File: config.mk
export PLATFORM = sky130hd
export DESIGN_NAME = alu_exec_sequencer_flat
export DESIGN_NICKNAME = d
export VERILOG_FILES = /design/src/rtl/alu_exec_sequencer_if.sv /design/src/rtl/alu_exec_sequencer.sv /design/src/flat_wrapper.sv
export SDC_FILE = /design/constraint.sdc
export NUM_CORES = 1
export LEC_CHECK = 0
export ABC_AREA = 1
export BUFFER_PORTS_ARGS = -buffer_cell sky130_fd_sc_hd__buf_4
export CAP_MARGIN = 30
export CORE_MARGIN = 8
export CORE_UTILIZATION = 30
export DETAILED_ROUTE_END_ITERATION = 6
export PLACE_DENSITY = 0.5
export RECOVER_POWER = 100
export SETUP_SLACK_MARGIN = 0.15
export SYNTH_ARGS = -nofsm -noshare
export SYNTH_HDL_FRONTEND = slang
export SYNTH_SLANG_ARGS = --single-unit
File: constraint.sdc
create_clock -name clk -period 2.1 [get_ports clk]
set_input_delay 0.315 -clock clk [delete_from_list [all_inputs] [get_ports clk]]
set_output_delay 0.315 -clock clk [all_outputs]
set_load 0.01 [all_outputs]
File: src/rtl/alu_exec_sequencer_if.sv
`default_nettype none
// ============================================================================
//  Module   : alu_exec_sequencer_if
//  Purpose  : Bundles the instruction handshake, the alu_control/register-file
//             control outputs and the ALU carry return of alu_exec_sequencer.
//  Modports : master - instruction source / datapath side (drives instr,
//                      instr_valid, alu_carry)
//             slave  - the sequencer itself
//  Signals  : instr, instr_valid, instr_ready, op_code, instr_type,
//             rsrc_addr, rdest_addr, imm, imm_sel, reg_we, flags_we,
//             carry_in, alu_carry, busy, done, illegal
//  Revision : 1.0 - initial release
// ============================================================================
interface alu_exec_sequencer_if #(
    parameter int WIDTH_INSTR      = 16,
    parameter int WIDTH_OP_CODE    = 4,
    parameter int WIDTH_INSTR_TYPE = 1,
    parameter int WIDTH_REG_ADDR   = 4,
    parameter int WIDTH_IMM        = 8
);
    logic [WIDTH_INSTR-1:0]      instr;
    logic                        instr_valid;
    logic                        instr_ready;
    logic [WIDTH_OP_CODE-1:0]    op_code;
    logic [WIDTH_INSTR_TYPE-1:0] instr_type;
    logic [WIDTH_REG_ADDR-1:0]   rsrc_addr;
    logic [WIDTH_REG_ADDR-1:0]   rdest_addr;
    logic [WIDTH_IMM-1:0]        imm;
    logic                        imm_sel;
    logic                        reg_we;
    logic                        flags_we;
    logic                        carry_in;
    logic                        alu_carry;
    logic                        busy;
    logic                        done;
    logic                        illegal;

    modport master (
        output instr, instr_valid, alu_carry,
        input  instr_ready, op_code, instr_type, rsrc_addr, rdest_addr, imm,
               imm_sel, reg_we, flags_we, carry_in, busy, done, illegal
    );

    modport slave (
        input  instr, instr_valid, alu_carry,
        output instr_ready, op_code, instr_type, rsrc_addr, rdest_addr, imm,
               imm_sel, reg_we, flags_we, carry_in, busy, done, illegal
    );
endinterface
`default_nettype wire

File: src/rtl/alu_exec_sequencer.sv
`default_nettype none
// ============================================================================
//  Module   : alu_exec_sequencer
//  Purpose  : Multi-cycle controller for one 16-bit instruction at a time.
//             Decodes R-type / shift / immediate formats into op_code and
//             instr_type for alu_control, selects register-file addresses and
//             the B-operand source, and times write-back and PSR update.
//             Sequence: IDLE -> DECODE -> EXEC -> WB -> IDLE.
//  Ports    : clk   - system clock, rising edge
//             reset - synchronous, active-high
//             bus   - alu_exec_sequencer_if.slave (handshake + control)
//  Options  : ALU_SEQ_CARRY_CHAIN_EN - carry latch feeding carry_in for
//             ADDC/SUBC; when undefined carry_in is tied low.
//  Revision : 1.0 - initial release
// ============================================================================
module alu_exec_sequencer #(
    parameter int WIDTH_INSTR      = 16,
    parameter int WIDTH_OP_CODE    = 4,
    parameter int WIDTH_INSTR_TYPE = 1,
    parameter int WIDTH_REG_ADDR   = 4,
    parameter int WIDTH_IMM        = 8
) (
    input  wire                 clk,
    input  wire                 reset,
    alu_exec_sequencer_if.slave bus
);
    typedef enum logic [1:0] {
        S_IDLE   = 2'd0,
        S_DECODE = 2'd1,
        S_EXEC   = 2'd2,
        S_WB     = 2'd3
    } state_t;

    localparam logic [3:0] c_fop_rtype = 4'b0000;
    localparam logic [3:0] c_fop_shift = 4'b1000;
    localparam logic [3:0] c_op_cmp    = 4'b1011;

    state_t r_state;
    state_t w_state_nxt;

    // The nine ALU operations valid as static op_codes (R-type ext or imm op).
    function automatic logic f_is_static(input logic [3:0] code);
        case (code)
            4'b0001, 4'b0010, 4'b0011, 4'b0101, 4'b0110,
            4'b0111, 4'b1001, 4'b1010, 4'b1011: return 1'b1;
            default:                            return 1'b0;
        endcase
    endfunction

    // ---------------------------------------------------------------- decode
    logic [3:0]                  w_f_op;
    logic [3:0]                  w_f_ext;
    logic                        w_legal;
    logic [WIDTH_OP_CODE-1:0]    w_op_code;
    logic [WIDTH_INSTR_TYPE-1:0] w_instr_type;
    logic                        w_imm_sel;

    assign w_f_op  = bus.instr[15:12];
    assign w_f_ext = bus.instr[7:4];

    always_comb begin
        w_legal      = 1'b0;
        w_op_code    = '0;
        w_instr_type = '0;
        w_imm_sel    = 1'b0;
        if (w_f_op == c_fop_rtype) begin
            w_legal   = f_is_static(w_f_ext);
            w_op_code = WIDTH_OP_CODE'(w_f_ext);
        end else if (w_f_op == c_fop_shift) begin
            w_legal      = (w_f_ext == 4'b0100) || (w_f_ext == 4'b0110);
            w_op_code    = WIDTH_OP_CODE'(w_f_ext);
            w_instr_type = WIDTH_INSTR_TYPE'(1);
        end else begin
            w_legal   = f_is_static(w_f_op);
            w_op_code = WIDTH_OP_CODE'(w_f_op);
            w_imm_sel = 1'b1;
        end
    end

    // ------------------------------------------------------- registered regs
    logic [WIDTH_OP_CODE-1:0]    r_op_code;
    logic [WIDTH_INSTR_TYPE-1:0] r_instr_type;
    logic [WIDTH_REG_ADDR-1:0]   r_rsrc_addr;
    logic [WIDTH_REG_ADDR-1:0]   r_rdest_addr;
    logic [WIDTH_IMM-1:0]        r_imm;
    logic                        r_imm_sel;
    logic                        r_legal;
    logic                        r_reg_we;
    logic                        r_flags_we;
    logic                        r_done;
    logic                        r_illegal;

    logic w_load;
    logic w_clear;
    logic w_reg_we_nxt;
    logic w_flags_we_nxt;
    logic w_done_nxt;
    logic w_illegal_nxt;
    logic w_is_cmp;

    assign w_is_cmp = (r_instr_type == '0) &&
                      (r_op_code == WIDTH_OP_CODE'(c_op_cmp));

    // ------------------------------------------------------------------ FSM
    always_ff @(posedge clk) begin
        if (reset) r_state <= S_IDLE;
        else       r_state <= w_state_nxt;
    end

    // Write-back pulses are computed while in EXEC and registered so that
    // they appear exactly during the WB cycle.
    always_comb begin
        w_state_nxt    = r_state;
        w_load         = 1'b0;
        w_clear        = 1'b0;
        w_reg_we_nxt   = 1'b0;
        w_flags_we_nxt = 1'b0;
        w_done_nxt     = 1'b0;
        w_illegal_nxt  = 1'b0;
        case (r_state)
            S_IDLE: begin
                if (bus.instr_valid) begin
                    w_state_nxt = S_DECODE;
                    w_load      = 1'b1;
                end
            end
            S_DECODE: begin
                if (r_legal) begin
                    w_state_nxt = S_EXEC;
                end else begin
                    w_state_nxt   = S_IDLE;
                    w_clear       = 1'b1;
                    w_illegal_nxt = 1'b1;
                    w_done_nxt    = 1'b1;
                end
            end
            S_EXEC: begin
                w_state_nxt    = S_WB;
                w_reg_we_nxt   = ~w_is_cmp;
                w_flags_we_nxt = 1'b1;
                w_done_nxt     = 1'b1;
            end
            S_WB: begin
                w_state_nxt = S_IDLE;
                w_clear     = 1'b1;
            end
            default: begin
                w_state_nxt = S_IDLE;
                w_clear     = 1'b1;
            end
        endcase
    end

    // Control outputs are captured straight from the incoming word on the
    // accepting edge so they are valid throughout DECODE; an undecodable word
    // leaves them at zero.
    always_ff @(posedge clk) begin
        if (reset) begin
            r_op_code    <= '0;
            r_instr_type <= '0;
            r_rsrc_addr  <= '0;
            r_rdest_addr <= '0;
            r_imm        <= '0;
            r_imm_sel    <= 1'b0;
            r_legal      <= 1'b0;
            r_reg_we     <= 1'b0;
            r_flags_we   <= 1'b0;
            r_done       <= 1'b0;
            r_illegal    <= 1'b0;
        end else begin
            r_reg_we   <= w_reg_we_nxt;
            r_flags_we <= w_flags_we_nxt;
            r_done     <= w_done_nxt;
            r_illegal  <= w_illegal_nxt;
            if (w_load) begin
                r_legal      <= w_legal;
                r_op_code    <= w_legal ? w_op_code : '0;
                r_instr_type <= w_legal ? w_instr_type : '0;
                r_rsrc_addr  <= w_legal ? WIDTH_REG_ADDR'(bus.instr[3:0]) : '0;
                r_rdest_addr <= w_legal ? WIDTH_REG_ADDR'(bus.instr[11:8]) : '0;
                r_imm        <= (w_legal && w_imm_sel) ? bus.instr[WIDTH_IMM-1:0] : '0;
                r_imm_sel    <= w_legal && w_imm_sel;
            end else if (w_clear) begin
                r_legal      <= 1'b0;
                r_op_code    <= '0;
                r_instr_type <= '0;
                r_rsrc_addr  <= '0;
                r_rdest_addr <= '0;
                r_imm        <= '0;
                r_imm_sel    <= 1'b0;
            end
        end
    end

    // ---------------------------------------------------------- carry chain
`ifdef ALU_SEQ_CARRY_CHAIN_EN
    logic r_carry;
    logic w_is_arith;
    logic w_uses_carry;

    // ADD, ADDU, ADDC, SUB, SUBC as static ops (shift 0110 is not ADDU).
    assign w_is_arith = (r_instr_type == '0) &&
                        ((r_op_code == WIDTH_OP_CODE'(4'b0101)) ||
                         (r_op_code == WIDTH_OP_CODE'(4'b0110)) ||
                         (r_op_code == WIDTH_OP_CODE'(4'b0111)) ||
                         (r_op_code == WIDTH_OP_CODE'(4'b1001)) ||
                         (r_op_code == WIDTH_OP_CODE'(4'b1010)));

    assign w_uses_carry = (r_instr_type == '0) &&
                          ((r_op_code == WIDTH_OP_CODE'(4'b0111)) ||
                           (r_op_code == WIDTH_OP_CODE'(4'b1010)));

    always_ff @(posedge clk) begin
        if (reset)                               r_carry <= 1'b0;
        else if ((r_state == S_WB) && w_is_arith) r_carry <= bus.alu_carry;
    end

    assign bus.carry_in = (r_state != S_IDLE) && w_uses_carry && r_carry;
`else
    logic w_unused_alu_carry;
    assign w_unused_alu_carry = bus.alu_carry;
    assign bus.carry_in       = 1'b0;
`endif

    // -------------------------------------------------------------- outputs
    assign bus.instr_ready = (r_state == S_IDLE);
    assign bus.busy        = (r_state != S_IDLE);
    assign bus.op_code     = r_op_code;
    assign bus.instr_type  = r_instr_type;
    assign bus.rsrc_addr   = r_rsrc_addr;
    assign bus.rdest_addr  = r_rdest_addr;
    assign bus.imm         = r_imm;
    assign bus.imm_sel     = r_imm_sel;
    assign bus.reg_we      = r_reg_we;
    assign bus.flags_we    = r_flags_we;
    assign bus.done        = r_done;
    assign bus.illegal     = r_illegal;
endmodule
`default_nettype wire

File: src/flat_wrapper.sv
// flat-port wrapper written by rule: the top's interface ports become plain ports
module alu_exec_sequencer_flat 
#(
    parameter int WIDTH_INSTR      = 16,
    parameter int WIDTH_OP_CODE    = 4,
    parameter int WIDTH_INSTR_TYPE = 1,
    parameter int WIDTH_REG_ADDR   = 4,
    parameter int WIDTH_IMM        = 8
)
  (clk, reset, bus_instr, bus_instr_valid, bus_alu_carry, bus_instr_ready, bus_op_code, bus_instr_type, bus_rsrc_addr, bus_rdest_addr, bus_imm, bus_imm_sel, bus_reg_we, bus_flags_we, bus_carry_in, bus_busy, bus_done, bus_illegal);
  alu_exec_sequencer_if #(.WIDTH_INSTR(WIDTH_INSTR), .WIDTH_OP_CODE(WIDTH_OP_CODE), .WIDTH_INSTR_TYPE(WIDTH_INSTR_TYPE), .WIDTH_REG_ADDR(WIDTH_REG_ADDR), .WIDTH_IMM(WIDTH_IMM)) bus_i ();
  input  wire clk;
  input  wire reset;
  input wire logic [$bits(bus_i.instr)-1:0] bus_instr;
  input wire logic [$bits(bus_i.instr_valid)-1:0] bus_instr_valid;
  input wire logic [$bits(bus_i.alu_carry)-1:0] bus_alu_carry;
  output wire logic [$bits(bus_i.instr_ready)-1:0] bus_instr_ready;
  output wire logic [$bits(bus_i.op_code)-1:0] bus_op_code;
  output wire logic [$bits(bus_i.instr_type)-1:0] bus_instr_type;
  output wire logic [$bits(bus_i.rsrc_addr)-1:0] bus_rsrc_addr;
  output wire logic [$bits(bus_i.rdest_addr)-1:0] bus_rdest_addr;
  output wire logic [$bits(bus_i.imm)-1:0] bus_imm;
  output wire logic [$bits(bus_i.imm_sel)-1:0] bus_imm_sel;
  output wire logic [$bits(bus_i.reg_we)-1:0] bus_reg_we;
  output wire logic [$bits(bus_i.flags_we)-1:0] bus_flags_we;
  output wire logic [$bits(bus_i.carry_in)-1:0] bus_carry_in;
  output wire logic [$bits(bus_i.busy)-1:0] bus_busy;
  output wire logic [$bits(bus_i.done)-1:0] bus_done;
  output wire logic [$bits(bus_i.illegal)-1:0] bus_illegal;
  assign bus_i.instr = bus_instr;
  assign bus_i.instr_valid = bus_instr_valid;
  assign bus_i.alu_carry = bus_alu_carry;
  assign bus_instr_ready = bus_i.instr_ready;
  assign bus_op_code = bus_i.op_code;
  assign bus_instr_type = bus_i.instr_type;
  assign bus_rsrc_addr = bus_i.rsrc_addr;
  assign bus_rdest_addr = bus_i.rdest_addr;
  assign bus_imm = bus_i.imm;
  assign bus_imm_sel = bus_i.imm_sel;
  assign bus_reg_we = bus_i.reg_we;
  assign bus_flags_we = bus_i.flags_we;
  assign bus_carry_in = bus_i.carry_in;
  assign bus_busy = bus_i.busy;
  assign bus_done = bus_i.done;
  assign bus_illegal = bus_i.illegal;
  alu_exec_sequencer #(.WIDTH_INSTR(WIDTH_INSTR), .WIDTH_OP_CODE(WIDTH_OP_CODE), .WIDTH_INSTR_TYPE(WIDTH_INSTR_TYPE), .WIDTH_REG_ADDR(WIDTH_REG_ADDR), .WIDTH_IMM(WIDTH_IMM)) u_core (.clk(clk), .reset(reset), .bus(bus_i));
endmodule
* After elaboration in Yosys (flattened, before gate mapping)
Memories as Yosys holds them, arrays and structs flattened.
Index checks and enable logic that the tools add are counted.
** Cells by class
- $add $sub $neg :: 0
- Multiply operators :: 0
- Div/mod/pow operators :: 0
- Order comparisons :: 0
- Equality and inequality tests :: 8
- Shifts and indexed selects :: 0
- Multiplexer cells :: 32
- Bitwise operators :: 4
- Reduce and logical (&&, ||, !) cells :: 9
** Operator list (number)
- $mux 4 :: 9
- $mux 8 :: 3
- $mux 1 :: 15
- $eq 4x3->1 const B :: 2
- $eq 4x4->1 const B :: 2
- $pmux 2 s4 :: 1
- $eq 2x2->1 const B :: 2
- $logic_not 4->1 :: 1
- $mux 2 :: 2
- $not 1->1 :: 4
- $pmux 1 s2 :: 2
- $reduce_bool 2->1 :: 2
- $reduce_or 2->1 :: 2
- $eq 2x1->1 const B :: 1
- $logic_and 1x1->1 :: 2
- $logic_not 2->1 :: 1
- $ne 2x2->1 const B :: 1
- $logic_or 1x1->1 :: 1
** Storage, ports and cells
- Bits in registers :: 29
- Latch bits :: 0
- Memory bits (writable) :: 0
- Memory bits (read-only) :: 32
- Output and inout port bits :: 29
- Logic and storage cells :: 67
- Memories kept :: 2
** Memory list
- (name not given) :: words 16, bits a word 1, read ports 1, clocked after Yosys merged registers in 0, wr ports 0, line alu_exec_sequencer.sv:43 : case (code)
- (name not given) :: words 16, bits a word 1, read ports 1, clocked after Yosys merged registers in 0, wr ports 0, line alu_exec_sequencer.sv:43

* Depth between registers and ports, before layout
Gate-level depths: netlist (run 1).
- Word-level depth :: 7
- Gate-level depth with buffers :: 8

* Least setup slack after synthesis (run 1)
OpenSTA, ideal clock, no wires.
- Path kind :: register to register
- Start :: register u_core.r_state[0]
- End :: register u_core.r_rdest_addr[0] (netlist: u_core.bus.rdest_addr[0])
- Arrival time :: 1450 ps
- Setup slack :: 579 ps
- Stages on the path, launching flop included :: 9
- Clock period less this slack :: 1521 ps
- Cells stage by stage :: dfxtp_1 > inv_1 > ha_1 > nand2_2 > inv_4 > nor3b_4 > buf_6 > nand2_1 > a21oi_2
** Between the ends
- Cells in the longest elaborated chain, start to end :: 3
** Ends and longest elaborated chain
- start, declared :: line alu_exec_sequencer.sv:38 : state_t r_state;
- start signal, assigned :: line alu_exec_sequencer.sv:107 : else r_state <= w_state_nxt;
- $logic_not 2->1 (*)
- via bus_instr_ready :: line flat_wrapper.sv:17 : output wire logic [$bits(bus_i.instr_ready)-1:0] bus_instr_ready;
- $mux 1 (*) :: line alu_exec_sequencer.sv:120 : case (r_state)
- $mux 4 / $reduce_bool 2->1 (equally long branches)
- end signal, assigned :: line alu_exec_sequencer.sv:180 : r_rdest_addr <= w_legal ? WIDTH_REG_ADDR'(bus.instr[11:8]) : '0;
- end, declared :: line alu_exec_sequencer.sv:84 : logic [WIDTH_REG_ADDR-1:0] r_rdest_addr;
Mark *: on every way through the listed nets, which the timed path passes. The rest lies on a longest branch.
A chain may end at the register's enable or synchronous reset.

* Worst setup path after layout (run 1)
- Start :: register u_core.r_state[0]
- End :: register u_core.r_rdest_addr[3] (netlist: u_core.bus.rdest_addr[3])
** Between the ends
- Cells in the longest elaborated chain, start to end :: 3
** Ends and longest elaborated chain (line)
- $eq 2x2->1 (tied with other cells) :: alu_exec_sequencer.sv:120
- $pmux 1 s2 / $mux 1 (equally long branches) :: alu_exec_sequencer.sv:120
- $reduce_bool 2->1 (no source line) / $mux 4 (equally long branches)
Parallel ways exist; a longest one is shown, timed or not.

==> impl_metrics.tcl, run 1 <==
set metrics [dict create \
    synth_commonest_cells "nand2_1, dfxtp_1, a21oi_2" \
    synth-edff-count 0 \
    switching_share_pct 30.96 \
    cp_max_fo 8 \
    io_pins 49 \
    setup_viol 0 \
    max_slew_margin_pct 66.50 \
    worstSetupPathType "reg2reg" \
    rows 24 \
    syn-num-nets 187 \
    synth_top_area_cell "dfxtp_1" \
    die_w_um 83.27 \
    place_inst 256 \
    synth_area_leaders "dfxtp_1, a21oi_2, nand2_1, nand3_1, inv_1" \
    initial_core_util_pct 31.18 \
    regArea_um2 580.6 \
    finClkSkew_ns 0.002343 \
    cts_hold_buf 0 \
    ys_seq_area_share_pct 42.76 \
    h-tree-depth 2 \
    tns_ns 0 \
    hold_start "bus_instr[8]" \
    worst_slack_ns 0.3508 \
    die_y_um 83.27 \
    dp.final_hpwl_mm 2.869 \
    drtIter0Drc 68 \
    multi_input_area_um2 633.1 \
    rr_startpoint "u_core.r_state[0]" \
    n_antenna_cell 0 \
    gp_congestion 0.7643 \
    instances_no_fill 264 \
    switchingPower_uw 518.4 \
    max_freq_ghz 0.5717 \
    nNetsFinal 235 \
    hold_path_end "u_core.bus.rdest_addr[0]" \
    drive_gt1_share_pct 24.53 \
    maxCapViolations 0 \
    fin_crit_sh_pct 83.30 \
    min_period_ns 1.749 \
    grt_max_degree 29 \
    ctsResizeCount 0 \
    worst_slew_pin_slew_ns 0.5013 \
    run_status "complete, no violations" \
    p_clk_share_pct 35.6 \
    comb_power_share_pct 26.1 \
    synth_top_area_share_pct 42.76 \
    grt_usage_pct 11.11 \
    synthFlopType "dfxtp_1" \
    rr_endpoint "u_core.bus.rdest_addr[3]" \
    peakVddDrop_mv 0.3504 \
    cts_sinks 29 \
    drc_errors 0 \
    clk_pin_slew_ns 0.06 \
    synth_adder_area_share_pct 3.687 \
    synth_mux_area_share_pct 0 \
    clockBufferDepth 2 \
    p_int_uw 1156 \
    syn_area_per_cell_um2 8.329 \
    power_uw 1675 \
    cp-end-kind "flop" \
    power.leakage_uw 0.0006732 \
    slew_violations 0 \
    first_global_vias 1348 \
    synth.distinct_cells 27 \
    dr.pass1.iters 4 \
    critPathLaunchType "flop" \
    cts_setup_buffers 0 \
    r2r_cells 7 \
    synth_xor_area_share_pct 0 \
    routed_wl_mm 3.805 \
    hold_path_class "in2reg" \
    yosys_warnings 0 \
    synth_area_um2 1358 \
    core_area_um2 4354 \
    tritoncts.num_buffers 5 \
    nFillCells 478 \
    synth-compound-area-share_pct 20.74 \
    r2r_setup_slack_ns 0.35 \
    hold_depth 3 \
    synth_top_family_by_area "simple AND/OR/NAND/NOR gates" \
    vias 1248 \
    grt_overflow 0 \
    antenna_found_initial 0 \
    yosysMostFrequentCell "nand2_1" \
    drtAntennaViolNets 0 \
    ys_ff_latch 29 \
    yosys.area_share.simple_pct 23.87 \
    p_per_area_nw_per_um2 973.4 \
    crit_required_ns 2.31 \
    synthCells 163 \
    report.final.hold_viol_count 0 \
    dp_worst_setup_slack_ns 0.4961 \
    tritoncts "built" \
    seq_power_share_pct 38.4 \
    dieArea_um2 6934 \
    rsz0062_at_grt "no" \
    viasPerCell 4.727 \
    clk_latency_ns 0.28 \
    grt_pass1_wl_mm 6.368 \
    cts_root_buf "clkbuf_8" \
    io_buffers 46 \
    syn_to_final_growth_pct 26.73 \
    synth-async-reset-ratio_pct 0 \
    cp.arrival_ns 1.95 \
    wl_per_cell_um 14.41 \
]
==> registers in the layout, indices dropped and copies added, names as in the netlist, named ones only <==
name / flops
u_core.bus.instr_type: 1
u_core.bus.imm_sel: 1
u_core.bus.flags_we: 1
u_core.bus.rdest_addr: 4
u_core.bus.illegal: 1
u_core.bus.imm: 8
u_core.bus.op_code: 4
u_core.bus.done: 1
u_core.r_state: 1
u_core.r_legal: 1
u_core.bus.reg_we: 1
u_core.bus.rsrc_addr: 4
==> cell usage in the layout (no fill, tap or decap), drive strengths merged <==
master   netlist  routed
nor3b          1       1
nand2         36      36
o21ai          5       5
clkbuf         2      35
conb           1       1
nor2           9       9
inv           16      16
nor4b          1       1
o21a           1       1
a21oi         24      24
dfxtp         29      29
buf            6      21
o211ai         1       1
a211oi         2       2
nand3         15      15
ha             4       4
bufinv         0       1
nor3           2       2
o2111ai        4       4
or2            4       4
==> worst max-delay path by stage <==
stage | startpoint | to | slack (ns) | cells past startpoint
3_3_place_gp | u_core.r_state[0] | u_core.bus.op_code[3] | 0.54 | 7
3_5_place_dp | u_core.r_state[0] | u_core.bus.rsrc_addr[1] | 0.50 | 8
5_1_grt | u_core.r_state[0] | u_core.bus.instr_type | 0.17 | 7
4_1_cts | u_core.r_state[0] | u_core.bus.rsrc_addr[1] | 0.48 | 8
2_1_floorplan | u_core.r_state[0] | u_core.bus.rdest_addr[0] | 0.58 | 8
6_report | u_core.r_state[0] | u_core.bus.rdest_addr[3] | 0.35 | 7
==> through the flow <==
stage          hold WS, ns  util (%)  area [µm²]
6_report            0.3142     39.51        1720
2_1_floorplan       0.4687         -        1358
5_1_grt             0.3144     39.51        1720
4_1_cts             0.3140     42.53        1852
3_3_place_gp        0.4517     39.86        1735
3_5_place_dp        0.4551     39.86        1735
==> kinds of logic after synthesis <==
group	Yosys count
flip-flops	29
adder cells (fa/ha/maj)	4
other	1
AND/OR/NAND/NOR	68
AO/OA/AOI/OAI	37
buffers and inverters	24
==> worst max-delay path, stage by stage, from the launching register on <==
cell	delay, ns
dfxtp_1	0.35
inv_1	0.09
ha_1	0.18
nand2_1	0.13
nor2_1	0.43
buf_4	0.25
nand3_1	0.08
a21oi_1	0.16
==> power groups by stage <==
stage | logic (µW) | registers, µW | clock network, µW
finish | 436 | 642 | 596
global route | 491 | 651 | 642
CTS | 505 | 644 | 609
detailed placement | 503 | 655 | 0
global placement | 494 | 654 | 0
floorplan | 301 | 672 | 0
==> per-layer routing <==
metal | share of wire [%] | global-route usage [%] | vias to the layer above
li1 | - | - | 632
met1 | 46 | 12.87 | 580
met2 | 49 | 18.10 | 34
met3 | 5.0 | 4.297 | 2
met4 | 0.55 | 3.834 | 0
met5 | 0 | 0 | -
==> layout make-up <==
class | count | area share [%]
multi-input combinational | 110 | 36.80
sequential | 29 | 33.75
timing repair buffer | 49 | 15.27
clock buffer | 7 | 5.018
tap | 52 | 3.782
inverter | 16 | 3.636
clock inverter | 1 | 1.745
Note: power is estimated with default switching activity, not from simulation.
==> run 2: changes to the inputs <==
- ABC_AREA: 1 -> 0
- PLACE_DENSITY: 0.5 -> 0.51
- clock period: 2.1 -> 1.7 ns (I/O delays scaled with it)
==> run 2 against run 1 <==
Clock power decreased by 12%. Largest power group unchanged. Non-clock buffer count unchanged. Combinational power is 40% lower. Worst setup slack worse by 0.19 ns. Via count down 17%. Sequential power increased by 15%.
==> impl_metrics.tcl, run 2 <==
set metrics [dict create \
    run_status "complete, no violations" \
    cts_root_buf "clkbuf_8" \
    routed_wl_mm 3.192 \
    p_clk_share_pct 34.4 \
    peakVddDrop_mv 0.4799 \
    drtIter0Drc 38 \
    layout_common_cells "clkbuf_1, dfxtp_1, buf_4" \
    synth_top_area_cell "dfxtp_1" \
    p_int_uw 1119 \
    switching_share_pct 26.40 \
    synthFlopType "dfxtp_1" \
    grt_max_degree 17 \
    power.leakage_uw 0.0006342 \
    h-tree-depth 2 \
    cp-end-kind "flop" \
    worstSetupPathType "reg2reg" \
    tns_ns 0 \
    cp_max_fo 13 \
    vias 1034 \
    wl_per_cell_um 15.35 \
    crit_buf_inv 2 \
    synth_top_area_share_pct 50.11 \
    rows 22 \
    cpMaxStageDelayCell "dfxtp_2" \
    syn-num-nets 132 \
    largest_reg_flops 8 \
    clockBufferDepth 2 \
    syn_to_final_growth_pct 36.18 \
    yosys_warnings 0 \
    dr.pass1.iters 4 \
    cpPeakStageDelay_ns 0.38 \
    gp_congestion 0.7324 \
    cp.arrival_ns 1.76 \
    io_pins 49 \
    n_antenna_cell 0 \
    comb_power_share_pct 17.1 \
    grt_usage_pct 10.83 \
    maxCapViolations 0 \
    hold_path_class "in2reg" \
    synth.distinct_cells 37 \
    grt_pass1_wl_mm 5.271 \
    drive_gt1_share_pct 28.13 \
    setup_viol 0 \
    regArea_um2 583.1 \
    critPathTopFamily "flip-flops" \
    syn_area_per_cell_um2 10.73 \
    dp_worst_setup_slack_ns 0.05404 \
    synth-async-reset-ratio_pct 0 \
    p_per_area_nw_per_um2 964.0 \
    tritoncts "built" \
    critPathLaunchType "flop" \
    clk_pin_slew_ns 0.06 \
    dp.final_hpwl_mm 2.437 \
    mostFrequentLayoutCell "clkbuf_1" \
    synth_commonest_cells "dfxtp_1, nor2_1, a22oi_1" \
    cts_sinks 29 \
    tritoncts.num_buffers 5 \
    first_global_vias 1092 \
    drtAntennaViolNets 0 \
    synth_area_leaders "dfxtp_1, a22o_2, a22oi_1, nor2_1, ha_1" \
    initial_core_util_pct 31.41 \
    synth-edff-count 0 \
    seq_power_share_pct 48.5 \
    min_period_ns 1.536 \
    cp_cell_sequence "inv_1, ha_4, a21oi_1, and2_1, nor2b_4, buf_12, a22o_2" \
    core_area_um2 3689 \
    dieArea_um2 6107 \
    antenna_found_initial 0 \
    io_buffers 46 \
    slew_violations 0 \
    synthCells 108 \
    worst_slack_ns 0.1645 \
    fin_crit_sh_pct 90.32 \
    drc_errors 0 \
    crit_required_ns 1.92 \
    switchingPower_uw 401.6 \
    finClkSkew_ns 0.003300 \
    die_y_um 78.15 \
    nNetsFinal 183 \
    ys_ff_latch 29 \
    nFillCells 412 \
    yosysMostFrequentCell "dfxtp_1" \
    die_w_um 78.15 \
    max_freq_ghz 0.6513 \
    grt_overflow 0 \
    report.final.hold_viol_count 0 \
    multi_input_area_um2 553.0 \
    holdWs_ns 0.1952 \
    rsz0062_at_grt "no" \
    clk_latency_ns 0.28 \
    ys_seq_area_share_pct 50.11 \
    viasPerCell 4.971 \
    synth_area_um2 1159 \
]
[run 2: timing repair]
item / in CTS / in global routing
gates resized for setup: 2 / 3
endpoints found under the setup margin: 22 / 22
buffers inserted: 1 / 1
pin swaps: 0 / 2
hold buffers: 0 / 0
[run 2: metrics by stage]
| stage | power (µW) | std cells | utilization [%] | area, µm² |
|---|---|---|---|---|
| floorplan | 891.9 | 108 | - | 1179 |
| global placement | 1013 | 198 | 42.03 | 1550 |
| detailed placement | 1020 | 198 | 42.03 | 1550 |
| CTS | 1570 | 207 | 45.05 | 1662 |
| global route | 1616 | 208 | 42.77 | 1578 |
| finish | 1521 | 208 | 42.77 | 1578 |
[run 2: layout make-up]
class | count | area share, %
Tap cell | 48 | 3.807
Timing Repair Buffer | 49 | 18.24
Clock buffer | 6 | 4.600
Clock inverter | 2 | 0.6344
Inverter | 3 | 0.7137
Sequential cell | 29 | 36.95
Multi-Input combinational cell | 71 | 35.05
[run 2: logic make-up after synthesis]
group | share of synthesized area [%]
compound gates | 26.35
fa+ha+maj | 4.320
buf+inv | 4.319
flops | 50.11
mux | 0.9719
other cells | 0.3237
simple gates | 13.61
[run 2: worst paths after layout]
| kind | startpoint | to | slack, ns | cells past startpoint |
|---|---|---|---|---|
| worst max register to register | u_core.r_state[0] | u_core.bus.rdest_addr[0] | 0.16 | 7 |
| worst max-delay path | u_core.r_state[0] | u_core.bus.rdest_addr[0] | 0.16 | 7 |
| worst min register to register | u_core.r_legal | u_core.r_legal | 0.47 | 2 |
| worst min-delay path | bus_instr[10] | u_core.bus.rdest_addr[2] | 0.20 | 2 |
[run 2: worst register-to-register path: stages (launching register included)]
cell and delay, ns:
dfxtp_2 0.38, inv_1 0.10, ha_4 0.19, a21oi_1 0.19, and2_1 0.18, nor2b_4 0.16, buf_12 0.14, a22o_2 0.14
[run 2: routing by layer]
metal	up-vias	GRT usage, %	wire, µm
met3	4	6.492	275
li1	495	-	-
met2	33	16.74	1471
met5	-	0	0
met4	0	3.889	42
met1	502	11.98	1401
[run 2: power by group through the flow]
stage | Combinational, µW | Sequential (µW) | Clock [µW]
4_1_cts | 283 | 738 | 549
5_1_grt | 288 | 740 | 587
6_report | 260 | 737 | 524
2_1_floorplan | 130 | 762 | 0
3_3_place_gp | 262 | 750 | 0
3_5_place_dp | 268 | 752 | 0
==> run 3: changes to the inputs <==
- clock period: 1.7 -> 1.64 ns (I/O delays scaled with it)
==> run 3 against run 2 <==
Maximum frequency grew 5.6%. Sequential power grew 3.5%. Sequential share of layout area shrank 0.34 points. Global-route usage shrank 0.30 points. Wire length shrank 4.3%.
==> impl_metrics.tcl, run 3 (synthesis gave the netlist of run 2 again) <==
set metrics [dict create \
    run_status "complete, no violations" \
    maxCapViolations 0 \
    routed_wl_mm 3.054 \
    hold_path_class "in2reg" \
    initial_core_util_pct 31.41 \
    post-route-cell-area_um2 1589 \
    rows 22 \
    vias 983 \
    power.leakage_uw 0.0006397 \
    drtAntennaViolNets 0 \
    finClkSkew_ns 0.003256 \
    clk_latency_ns 0.28 \
    slew_violations 0 \
    core_area_um2 3689 \
    first_global_vias 1099 \
    grt_usage_pct 10.53 \
    dr.pass1.iters 4 \
    largest_reg_flops 8 \
    critPathTopFamily "flip-flops" \
    multi_input_area_um2 559.3 \
    grt_pass1_wl_mm 5.064 \
    p_per_area_nw_per_um2 1044 \
    peakVddDrop_mv 0.5095 \
    io_pins 49 \
    nNetsFinal 183 \
    clk_pin_slew_ns 0.06 \
    grt_max_degree 17 \
    nFillCells 390 \
    gp_congestion 0.8022 \
    cp_max_fo 13 \
    cts_sinks 29 \
    dieArea_um2 6107 \
    crit_buf_inv 2 \
    layout_common_cells "dfxtp_1, clkbuf_1, buf_4" \
    viasPerCell 4.726 \
    dp.final_hpwl_mm 2.303 \
    antenna_found_initial 0 \
    worstSetupPathType "reg2reg" \
    regArea_um2 581.8 \
    critPathLaunchType "flop" \
    crit_required_ns 1.86 \
    die_w_um 78.15 \
    cts_root_buf "clkbuf_8" \
    drtIter0Drc 43 \
    cp_cell_sequence "inv_2, ha_4, a21oi_2, and2_0, nor2b_4, buf_12, a22o_1" \
    rsz0062_at_grt "yes" \
    fin_crit_sh_pct 88.65 \
    instances_no_fill 208 \
    grt_overflow 0 \
    cp-end-kind "flop" \
    cts_hold_buf 0 \
    die_y_um 78.15 \
    setup_viol 0 \
    final_util_pct 43.08 \
    clockBufferDepth 2 \
    tritoncts "built" \
    io_buffers 46 \
    h-tree-depth 2 \
    cpMaxStageDelayCell "dfxtp_1" \
    holdWs_ns 0.1873 \
    cpPeakStageDelay_ns 0.40 \
    min_period_ns 1.454 \
    place_inst 198 \
    max_freq_ghz 0.6879 \
    wl_per_cell_um 14.68 \
    drc_errors 0 \
    report.final.hold_viol_count 0 \
    cp.arrival_ns 1.68 \
    n_antenna_cell 0 \
    tritoncts.num_buffers 5 \
    dpl_cell_area_um2 1556 \
    syn_to_final_growth_pct 37.15 \
    tns_ns 0 \
    drive_gt1_share_pct 30.63 \
]
-- run 3: cell type report --
class,instances,share of cell area [%]
sequential,29,36.61
multi-input combinational,71,35.20
timing repair buffer,49,17.32
clock buffer,7,6.063
tap,48,3.780
inverter,3,0.7087
clock inverter,1,0.3150
-- run 3: stage by stage --
step	worst slack [ns]	power, µW
global route	0.07525	1760
floorplan	0.1611	929.3
CTS	0.1852	1717
detailed placement	0.09414	1056
finish	0.1862	1659
global placement	0.1353	1052
-- run 3: path summary, 6_finish.rpt --
kind                                 from                        to  slack, ns  cells past startpoint
setup / recovery                     flop     u_core.bus.op_code[1]       0.19                      7
hold / removal               bus_instr[8]  u_core.bus.rdest_addr[0]       0.19                      2
setup reg to reg                     flop     u_core.bus.op_code[1]       0.19                      7
hold reg to reg   u_core.bus.rsrc_addr[1]   u_core.bus.rsrc_addr[1]       0.48                      1
-- run 3: timing repair --
item | CTS | global route
buffers inserted | 1 | 1
setup endpoints to repair | 18 | 13
pin swaps | 0 | 1
gates resized for setup | 1 | 2
-- run 3: power breakdown --
part           switching [µW]  internal [µW]
Sequential               22.2            741
Clock                     254            378
Combinational             141            123
Total                     417           1240
-- run 3: layer usage --
metal  GRT usage [%]  part of all wire [%]  up-vias
met1           10.72                    41      451
li1                -                     -      493
met3           6.150                   9.1        7
met5               0                     0        -
met2           16.32                    47       32
met4           6.481                   2.1        0
